==> src/rtl/upa2_seq_if.sv <==
// upa2_seq_if -- request/response bundle for the a2 coefficient update stage.
//   start  : request, sampled only while the stage is idle
//   busy   : high from accepted start through the done cycle
//   done   : one-cycle pulse when A2T is valid
//   PK0..2 : sign bits of current and delayed partial reconstructed signal
//   SIGPK  : 1 = partial signal is zero (gradient term suppressed)
//   A1, A2 : current predictor coefficients (two's complement Q14)
//   TR     : tone-transition flag (only when UPA2_TR_EN is defined)
//   A2T    : updated, unlimited a2
// master = requester, slave = upa2_seq.
interface upa2_seq_if;
  logic        start;
  logic        busy;
  logic        done;
  logic        PK0;
  logic        PK1;
  logic        PK2;
  logic        SIGPK;
  logic [15:0] A1;
  logic [15:0] A2;
  logic [15:0] A2T;
`ifdef UPA2_TR_EN
  logic        TR;
`endif

  modport master (
    output start, PK0, PK1, PK2, SIGPK, A1, A2,
`ifdef UPA2_TR_EN
    output TR,
`endif
    input  busy, done, A2T
  );

  modport slave (
    input  start, PK0, PK1, PK2, SIGPK, A1, A2,
`ifdef UPA2_TR_EN
    input  TR,
`endif
    output busy, done, A2T
  );
endinterface

==> src/rtl/upa2_seq.sv <==
// upa2_seq -- second-order predictor coefficient update (unlimited A2T).
// All arithmetic is sequenced over one shared 17-bit adder:
//   IDLE -> NEGFA -> GRAD -> NEGA2 -> SUMU -> SUMA -> IDLE
// Ports:
//   clk, reset          : clock, synchronous active-high reset
//   scan_in0..4, scan_enable, test_mode : scan hooks, no functional use
//   scan_out0..4        : tied low
//   bus (upa2_seq_if.slave) : start/busy/done handshake, operands, A2T
// Optional feature macro: UPA2_TR_EN -- adds TR; TR=1 forces A2T to zero
// at the normal done time.
module upa2_seq (
  input  logic clk,
  input  logic reset,
  input  logic scan_in0,
  input  logic scan_in1,
  input  logic scan_in2,
  input  logic scan_in3,
  input  logic scan_in4,
  input  logic scan_enable,
  input  logic test_mode,
  output logic scan_out0,
  output logic scan_out1,
  output logic scan_out2,
  output logic scan_out3,
  output logic scan_out4,
  upa2_seq_if.slave bus
);

  typedef enum logic [2:0] {
    IDLE  = 3'd0,
    NEGFA = 3'd1,
    GRAD  = 3'd2,
    NEGA2 = 3'd3,
    SUMU  = 3'd4,
    SUMA  = 3'd5
  } state_e;

  state_e state_q, state_d;

  logic [15:0] a1_q, a1_d;
  logic [15:0] a2_q, a2_d;
  logic        pks1_q, pks1_d;
  logic        pks2_q, pks2_d;
  logic        sigpk_q, sigpk_d;
  // t0 carries FA, then UGA2, then UA2; t1 carries ULA2
  logic [16:0] t0_q, t0_d;
  logic [15:0] t1_q, t1_d;
  logic [15:0] a2t_q, a2t_d;
  logic        done_q, done_d;
`ifdef UPA2_TR_EN
  logic        tr_q, tr_d;
`endif

  logic [16:0] fa1;
  logic [16:0] uga2a;
  logic [15:0] a2_sx;
  logic [16:0] add_a, add_b, add_sum;
  logic        unused_scan;

  assign unused_scan = ^{scan_in0, scan_in1, scan_in2, scan_in3, scan_in4,
                         scan_enable, test_mode};

  // FA1: 4*A1 inside [-8191, 8191], clamped to +/-8191*4 outside it
  always_comb begin
    fa1 = {a1_q[14:0], 2'b00};
    if (!a1_q[15]) begin
      if (a1_q > 16'd8191) fa1 = 17'h07FFC;
    end else begin
      if (a1_q < 16'hE001) fa1 = 17'h18004;
    end
  end

  assign uga2a = pks2_q ? 17'h1C000 : 17'h04000;
  assign a2_sx = {{7{a2_q[15]}}, a2_q[15:7]};

  // Shared adder operand select; negation is done as ~x + 1
  always_comb begin
    add_a = '0;
    add_b = '0;
    unique case (state_q)
      NEGFA: begin
        add_a = pks1_q ? fa1 : ~fa1;
        add_b = {16'd0, ~pks1_q};
      end
      GRAD: begin
        add_a = uga2a;
        add_b = t0_q;
      end
      NEGA2: begin
        add_a = {1'b0, ~a2_sx};
        add_b = 17'd1;
      end
      SUMU: begin
        add_a = {1'b0, t0_q[15:0]};
        add_b = {1'b0, t1_q};
      end
      SUMA: begin
        add_a = {1'b0, a2_q};
        add_b = {1'b0, t0_q[15:0]};
      end
      default: ;
    endcase
  end

  assign add_sum = add_a + add_b;

  // State register
  always_ff @(posedge clk) begin
    if (reset) state_q <= IDLE;
    else       state_q <= state_d;
  end

  // Next state
  always_comb begin
    state_d = state_q;
    unique case (state_q)
      IDLE:    if (bus.start) state_d = NEGFA;
      NEGFA:   state_d = GRAD;
      GRAD:    state_d = NEGA2;
      NEGA2:   state_d = SUMU;
      SUMU:    state_d = SUMA;
      SUMA:    state_d = IDLE;
      default: state_d = IDLE;
    endcase
  end

  // Datapath next values
  always_comb begin
    a1_d    = a1_q;
    a2_d    = a2_q;
    pks1_d  = pks1_q;
    pks2_d  = pks2_q;
    sigpk_d = sigpk_q;
    t0_d    = t0_q;
    t1_d    = t1_q;
    a2t_d   = a2t_q;
    done_d  = 1'b0;
`ifdef UPA2_TR_EN
    tr_d    = tr_q;
`endif
    unique case (state_q)
      IDLE: begin
        if (bus.start) begin
          a1_d    = bus.A1;
          a2_d    = bus.A2;
          pks1_d  = bus.PK0 ^ bus.PK1;
          pks2_d  = bus.PK0 ^ bus.PK2;
          sigpk_d = bus.SIGPK;
`ifdef UPA2_TR_EN
          tr_d    = bus.TR;
`endif
        end
      end
      NEGFA: t0_d = add_sum;
      // UGA2 = sext(UGA2B >> 5), or zero when the partial signal is zero
      GRAD:  t0_d = sigpk_q ? '0 : {1'b0, {4{add_sum[16]}}, add_sum[16:5]};
      NEGA2: t1_d = add_sum[15:0];
      SUMU:  t0_d = {1'b0, add_sum[15:0]};
      SUMA: begin
`ifdef UPA2_TR_EN
        a2t_d = tr_q ? '0 : add_sum[15:0];
`else
        a2t_d = add_sum[15:0];
`endif
        done_d = 1'b1;
      end
      default: ;
    endcase
  end

  always_ff @(posedge clk) begin
    if (reset) begin
      a1_q    <= '0;
      a2_q    <= '0;
      pks1_q  <= 1'b0;
      pks2_q  <= 1'b0;
      sigpk_q <= 1'b0;
      t0_q    <= '0;
      t1_q    <= '0;
      a2t_q   <= '0;
      done_q  <= 1'b0;
`ifdef UPA2_TR_EN
      tr_q    <= 1'b0;
`endif
    end else begin
      a1_q    <= a1_d;
      a2_q    <= a2_d;
      pks1_q  <= pks1_d;
      pks2_q  <= pks2_d;
      sigpk_q <= sigpk_d;
      t0_q    <= t0_d;
      t1_q    <= t1_d;
      a2t_q   <= a2t_d;
      done_q  <= done_d;
`ifdef UPA2_TR_EN
      tr_q    <= tr_d;
`endif
    end
  end

  // Outputs; the done cycle is spent back in IDLE, so busy also covers done_q
  always_comb begin
    bus.busy  = (state_q != IDLE) || done_q;
    bus.done  = done_q;
    bus.A2T   = a2t_q;
    scan_out0 = 1'b0;
    scan_out1 = 1'b0;
    scan_out2 = 1'b0;
    scan_out3 = 1'b0;
    scan_out4 = 1'b0;
  end

endmodule

==> src/flat_wrapper.sv <==
// flat-port wrapper written by rule: the top's interface ports become plain ports
module upa2_seq_flat 
  (clk, reset, scan_in0, scan_in1, scan_in2, scan_in3, scan_in4, scan_enable, test_mode, scan_out0, scan_out1, scan_out2, scan_out3, scan_out4, bus_start, bus_PK0, bus_PK1, bus_PK2, bus_SIGPK, bus_A1, bus_A2, bus_busy, bus_done, bus_A2T);
  upa2_seq_if bus_i ();
  input  logic clk;
  input  logic reset;
  input  logic scan_in0;
  input  logic scan_in1;
  input  logic scan_in2;
  input  logic scan_in3;
  input  logic scan_in4;
  input  logic scan_enable;
  input  logic test_mode;
  output logic scan_out0;
  output logic scan_out1;
  output logic scan_out2;
  output logic scan_out3;
  output logic scan_out4;
  input wire logic [$bits(bus_i.start)-1:0] bus_start;
  input wire logic [$bits(bus_i.PK0)-1:0] bus_PK0;
  input wire logic [$bits(bus_i.PK1)-1:0] bus_PK1;
  input wire logic [$bits(bus_i.PK2)-1:0] bus_PK2;
  input wire logic [$bits(bus_i.SIGPK)-1:0] bus_SIGPK;
  input wire logic [$bits(bus_i.A1)-1:0] bus_A1;
  input wire logic [$bits(bus_i.A2)-1:0] bus_A2;
  output wire logic [$bits(bus_i.busy)-1:0] bus_busy;
  output wire logic [$bits(bus_i.done)-1:0] bus_done;
  output wire logic [$bits(bus_i.A2T)-1:0] bus_A2T;
  assign bus_i.start = bus_start;
  assign bus_i.PK0 = bus_PK0;
  assign bus_i.PK1 = bus_PK1;
  assign bus_i.PK2 = bus_PK2;
  assign bus_i.SIGPK = bus_SIGPK;
  assign bus_i.A1 = bus_A1;
  assign bus_i.A2 = bus_A2;
  assign bus_busy = bus_i.busy;
  assign bus_done = bus_i.done;
  assign bus_A2T = bus_i.A2T;
  upa2_seq u_core (.clk(clk), .reset(reset), .scan_in0(scan_in0), .scan_in1(scan_in1), .scan_in2(scan_in2), .scan_in3(scan_in3), .scan_in4(scan_in4), .scan_enable(scan_enable), .test_mode(test_mode), .scan_out0(scan_out0), .scan_out1(scan_out1), .scan_out2(scan_out2), .scan_out3(scan_out3), .scan_out4(scan_out4), .bus(bus_i));
endmodule
==> config.mk <==
export PLATFORM = sky130hd
export DESIGN_NAME = upa2_seq_flat
export DESIGN_NICKNAME = d
export VERILOG_FILES = /design/src/rtl/upa2_seq_if.sv /design/src/rtl/upa2_seq.sv /design/src/flat_wrapper.sv
export SDC_FILE = /design/constraint.sdc
export NUM_CORES = 1
export LEC_CHECK = 0
export BUFFER_PORTS_ARGS = -buffer_cell sky130_fd_sc_hd__buf_2
export CAP_MARGIN = 40
export CORE_MARGIN = 3
export CORE_UTILIZATION = 58
export DETAILED_ROUTE_END_ITERATION = 12
export GPL_ROUTABILITY_DRIVEN = 1
export PLACE_DENSITY = 0.87
export RECOVER_POWER = 25
export SLEW_MARGIN = 20
export SYNTH_ARGS = -nofsm -noshare
export SYNTH_HDL_FRONTEND = slang
export SYNTH_SLANG_ARGS = --single-unit
==> constraint.sdc <==
create_clock -name clk -period 5 [get_ports clk]
set_clock_uncertainty 0.15 [all_clocks]
set_input_delay 0.5 -clock clk [delete_from_list [all_inputs] [get_ports clk]]
set_output_delay 0.5 -clock clk [all_outputs]
set_load 0.01 [all_outputs]
==> results.py <==
metrics = {
    "power_and_ir_drop": {
        "irDropWorstVdd_mv": 0.214,
        "power_density_mw_per_mm2": 328,
        "power_leakage_nw": 2.06,
        "p_total_mw": 1.82,
    },
    "setup_path": {
        "crit_type": "register to register",
        "cp-end-kind": "register",
        "crit_fanout": 24,
        "critPathLaunchType": "register",
        "cp.required_ns": 5.16,
        "critPathArrivalTime_ns": 4.75,
    },
    "finish": {
        "nNetsFinal": 745,
        "layout-drive-gt1-share_pct": 13.1,
        "fillers": 733,
        "multi_input_area_mm2": 0.00303,
        "area_delta_synth_final_pct": 10.3,
        "utilization_pct": 66.6,
        "seqCellArea_mm2": 0.00176,
        "antenna_cells": 0,
        "postLayoutCellArea_mm2": 0.00555,
        "fin_cells": 792,
    },
    "route": {
        "drt_iter0_drc": 389,
        "wirelength_mm": 13.4,
        "drc": 0,
        "drt_first_pass_iters": 5,
        "routed_via_density": 6.09,
        "antenna_left": 0,
        "vias": 4823,
        "wl_per_cell_um": 16.9,
    },
    "global_route": {
        "grt_pass1_wl_mm": 21.5,
        "grt_pass1_vias": 4473,
        "grt_usage_pct": 27.0,
        "grt_max_degree": 89,
        "grt_remaining_overflow": 0,
        "antenna_found_initial": 0,
    },
    "timing": {
        "fin_setup_tns_ns": 0,
        "fin_crit_sh_pct": 91.8,
        "setup_viol": 0,
        "rsz0062_at_grt": "false",
        "worstMarginPinSlew_ns": 1.37,
        "fmax_ghz": 0.218,
        "finalCriticalPeriod_ns": 4.59,
        "relSlewSlack_pct": 8.38,
        "layout_setup_ws_ns": 0.410,
        "hold_viol_final": 0,
        "whs_ns": 0.213,
        "slew_violations": 0,
    },
    "synth": {
        "yosysTopAreaCell": "dfxtp_1",
        "ys_seq_area_share_pct": 35.0,
        "synth-seq-cells": 88,
        "yosys_most_used_dff": "dfxtp_1",
        "synth.area.top_cells": "dfxtp_1 35%, nand2_1 10%, a21oi_1 7.2%, nor2_1 4.3%, ha_1 4.0%",
        "synth_cell_type_count": 63,
        "syn_inst": 650,
        "synth-edff-count": 0,
        "syn_avg_cell_area_um2": 7.75,
        "yosysMostFrequentCell": "nand2_1",
        "synthArstFlopShare_pct": 0,
        "ys_warn_count": 0,
        "synth_top_area_share_pct": 35.0,
        "ys_top_cells_by_count": "140 x nand2_1, 88 x dfxtp_1, 72 x a21oi_1, 58 x nor2_1, 27 x clkbuf_1",
        "synthesis.area_mm2": 0.00504,
    },
    "floorplan": {
        "dieWidth_um": 99.2,
        "io_pins": 69,
        "dieArea_mm2": 0.00984,
        "start_util_pct": 60.4,
        "die_h_um": 99.2,
        "core-area_mm2": 0.00834,
        "row_count": 33,
    },
    "clock_tree": {
        "cts_hold_buf": 0,
        "insertion_delay_ns": 0.37,
        "cts.sinks": 88,
        "tritoncts": "done",
        "post_cts_resized": 0,
        "clkTransAtPathRegs_ns": 0.10,
        "h-tree-depth": 3,
        "clock_path_buffers": 2,
        "cts_root_buf": "clkbuf_8",
        "cts_made_buffers": 9,
        "postCtsSetupBuffers": 0,
    },
    "min_path": {
        "holdCritPathClass": "primary input to register",
    },
    "placement": {
        "pre_cts_ws_ns": 0.595,
        "dp_hpwl_mm": 9.37,
        "place_inst": 774,
        "place_area_mm2": 0.00532,
        "place.gp.congestion": 1.00,
        "port_buffers": 56,
    },
    "job": {
        "max_cap_violations": 0,
    },
    "outcome": {
        "status": "finished, final reports clean",
    },
}
## report_power, final
part	switching (mW)	internal, mW	total, mW
clock network	0.270	0.298	0.568
registers	0.0496	0.748	0.798
logic	0.282	0.175	0.458
## worst max-delay path: stages (launching register included)
cell and delay, ns:
dfxtp_1 0.36, clkbuf_1 1.02, nor2_2 0.34, a221o_1 0.45
ha_1 0.22, inv_1 0.07, fa_1 0.21, nor2b_1 0.08
o31a_2 0.34, o21ai_2 0.28, nand3_1 0.19, xor2_1 0.45
a221oi_1 0.18, nor3_1 0.19
## routing by layer
layer,wire length [um],vias to the layer above,GRT usage (%)
met3,1140,42,6.31
met1,5560,2219,34.9
li1,-,2336,-
met2,6240,226,43.0
met5,0,-,0
met4,423,0,12.4
## kinds of logic (layout without fill, tap and decap cells)
logic type	after synthesis	in the layout	synth area share [%]
other cells	1	5	0.0745
xor+xnor	32	32	5.71
buf+inv	60	93	5.17
mux	16	16	3.18
flops	88	88	35.0
fa+ha+maj	17	17	4.37
simple gates	248	248	20.8
compound gates	188	188	25.7
## sequential cells by signal, indices dropped and copies added (netlist names)
register / cells
u_core.a1_q: 16
u_core.pks2_q: 1
u_core.pks1_q: 1
u_core.bus.done: 1
u_core.t1_q: 16
u_core.sigpk_q: 1
u_core.t0_q: 17
u_core.a2_q: 16
u_core.bus.A2T: 16
u_core.state_q: 3
## cell type report
class | count | share of cell area (%)
sequential | 88 | 31.7
clock inverter | 6 | 1.64
inverter | 11 | 0.743
clock buffer | 10 | 2.48
timing repair buffer | 66 | 6.51
tap | 105 | 2.37
multi-input combinational | 506 | 54.5
## worst paths after layout
kind,endpoint,from,slack [ns],cells after the start
hold / removal,u_core.a1_q[5]$_SDFFE_PP0P_,bus_A1[5],0.21,3
setup / recovery,u_core.t0_q[10]$_SDFFE_PP0P_,u_core.state_q[0]$_SDFFE_PP0P_,0.41,13
hold reg to reg,u_core.bus.A2T[6]$_SDFFE_PP0P_,u_core.bus.A2T[6]$_SDFFE_PP0P_,0.31,2
setup reg to reg,u_core.t0_q[10]$_SDFFE_PP0P_,u_core.state_q[0]$_SDFFE_PP0P_,0.41,13
## cell usage in the layout (no fill, tap or decap), types with 4 or more instances in the layout
master    netlist  routed
a211oi_1       18      18
a21oi_1        72      72
a221oi_1        8       8
a22o_1         15      15
buf_2           7      39
buf_4           7       5
clkbuf_1       27      19
clkbuf_8        0      10
conb_1          1       5
dfxtp_1        88      88
ha_1           16      16
inv_1           9       9
mux2i_1        16      16
nand2_1       140     140
nand2b_1        5       5
nand3_1         6       6
nor2_1         58      58
nor3_1         15      15
o21a_1          4       4
o21ai_0        23      23
o221ai_1       12      12
o22ai_1         4       4
xnor2_1        22      22
xor2_1          9       9
Power figures use the tool's default switching activity.
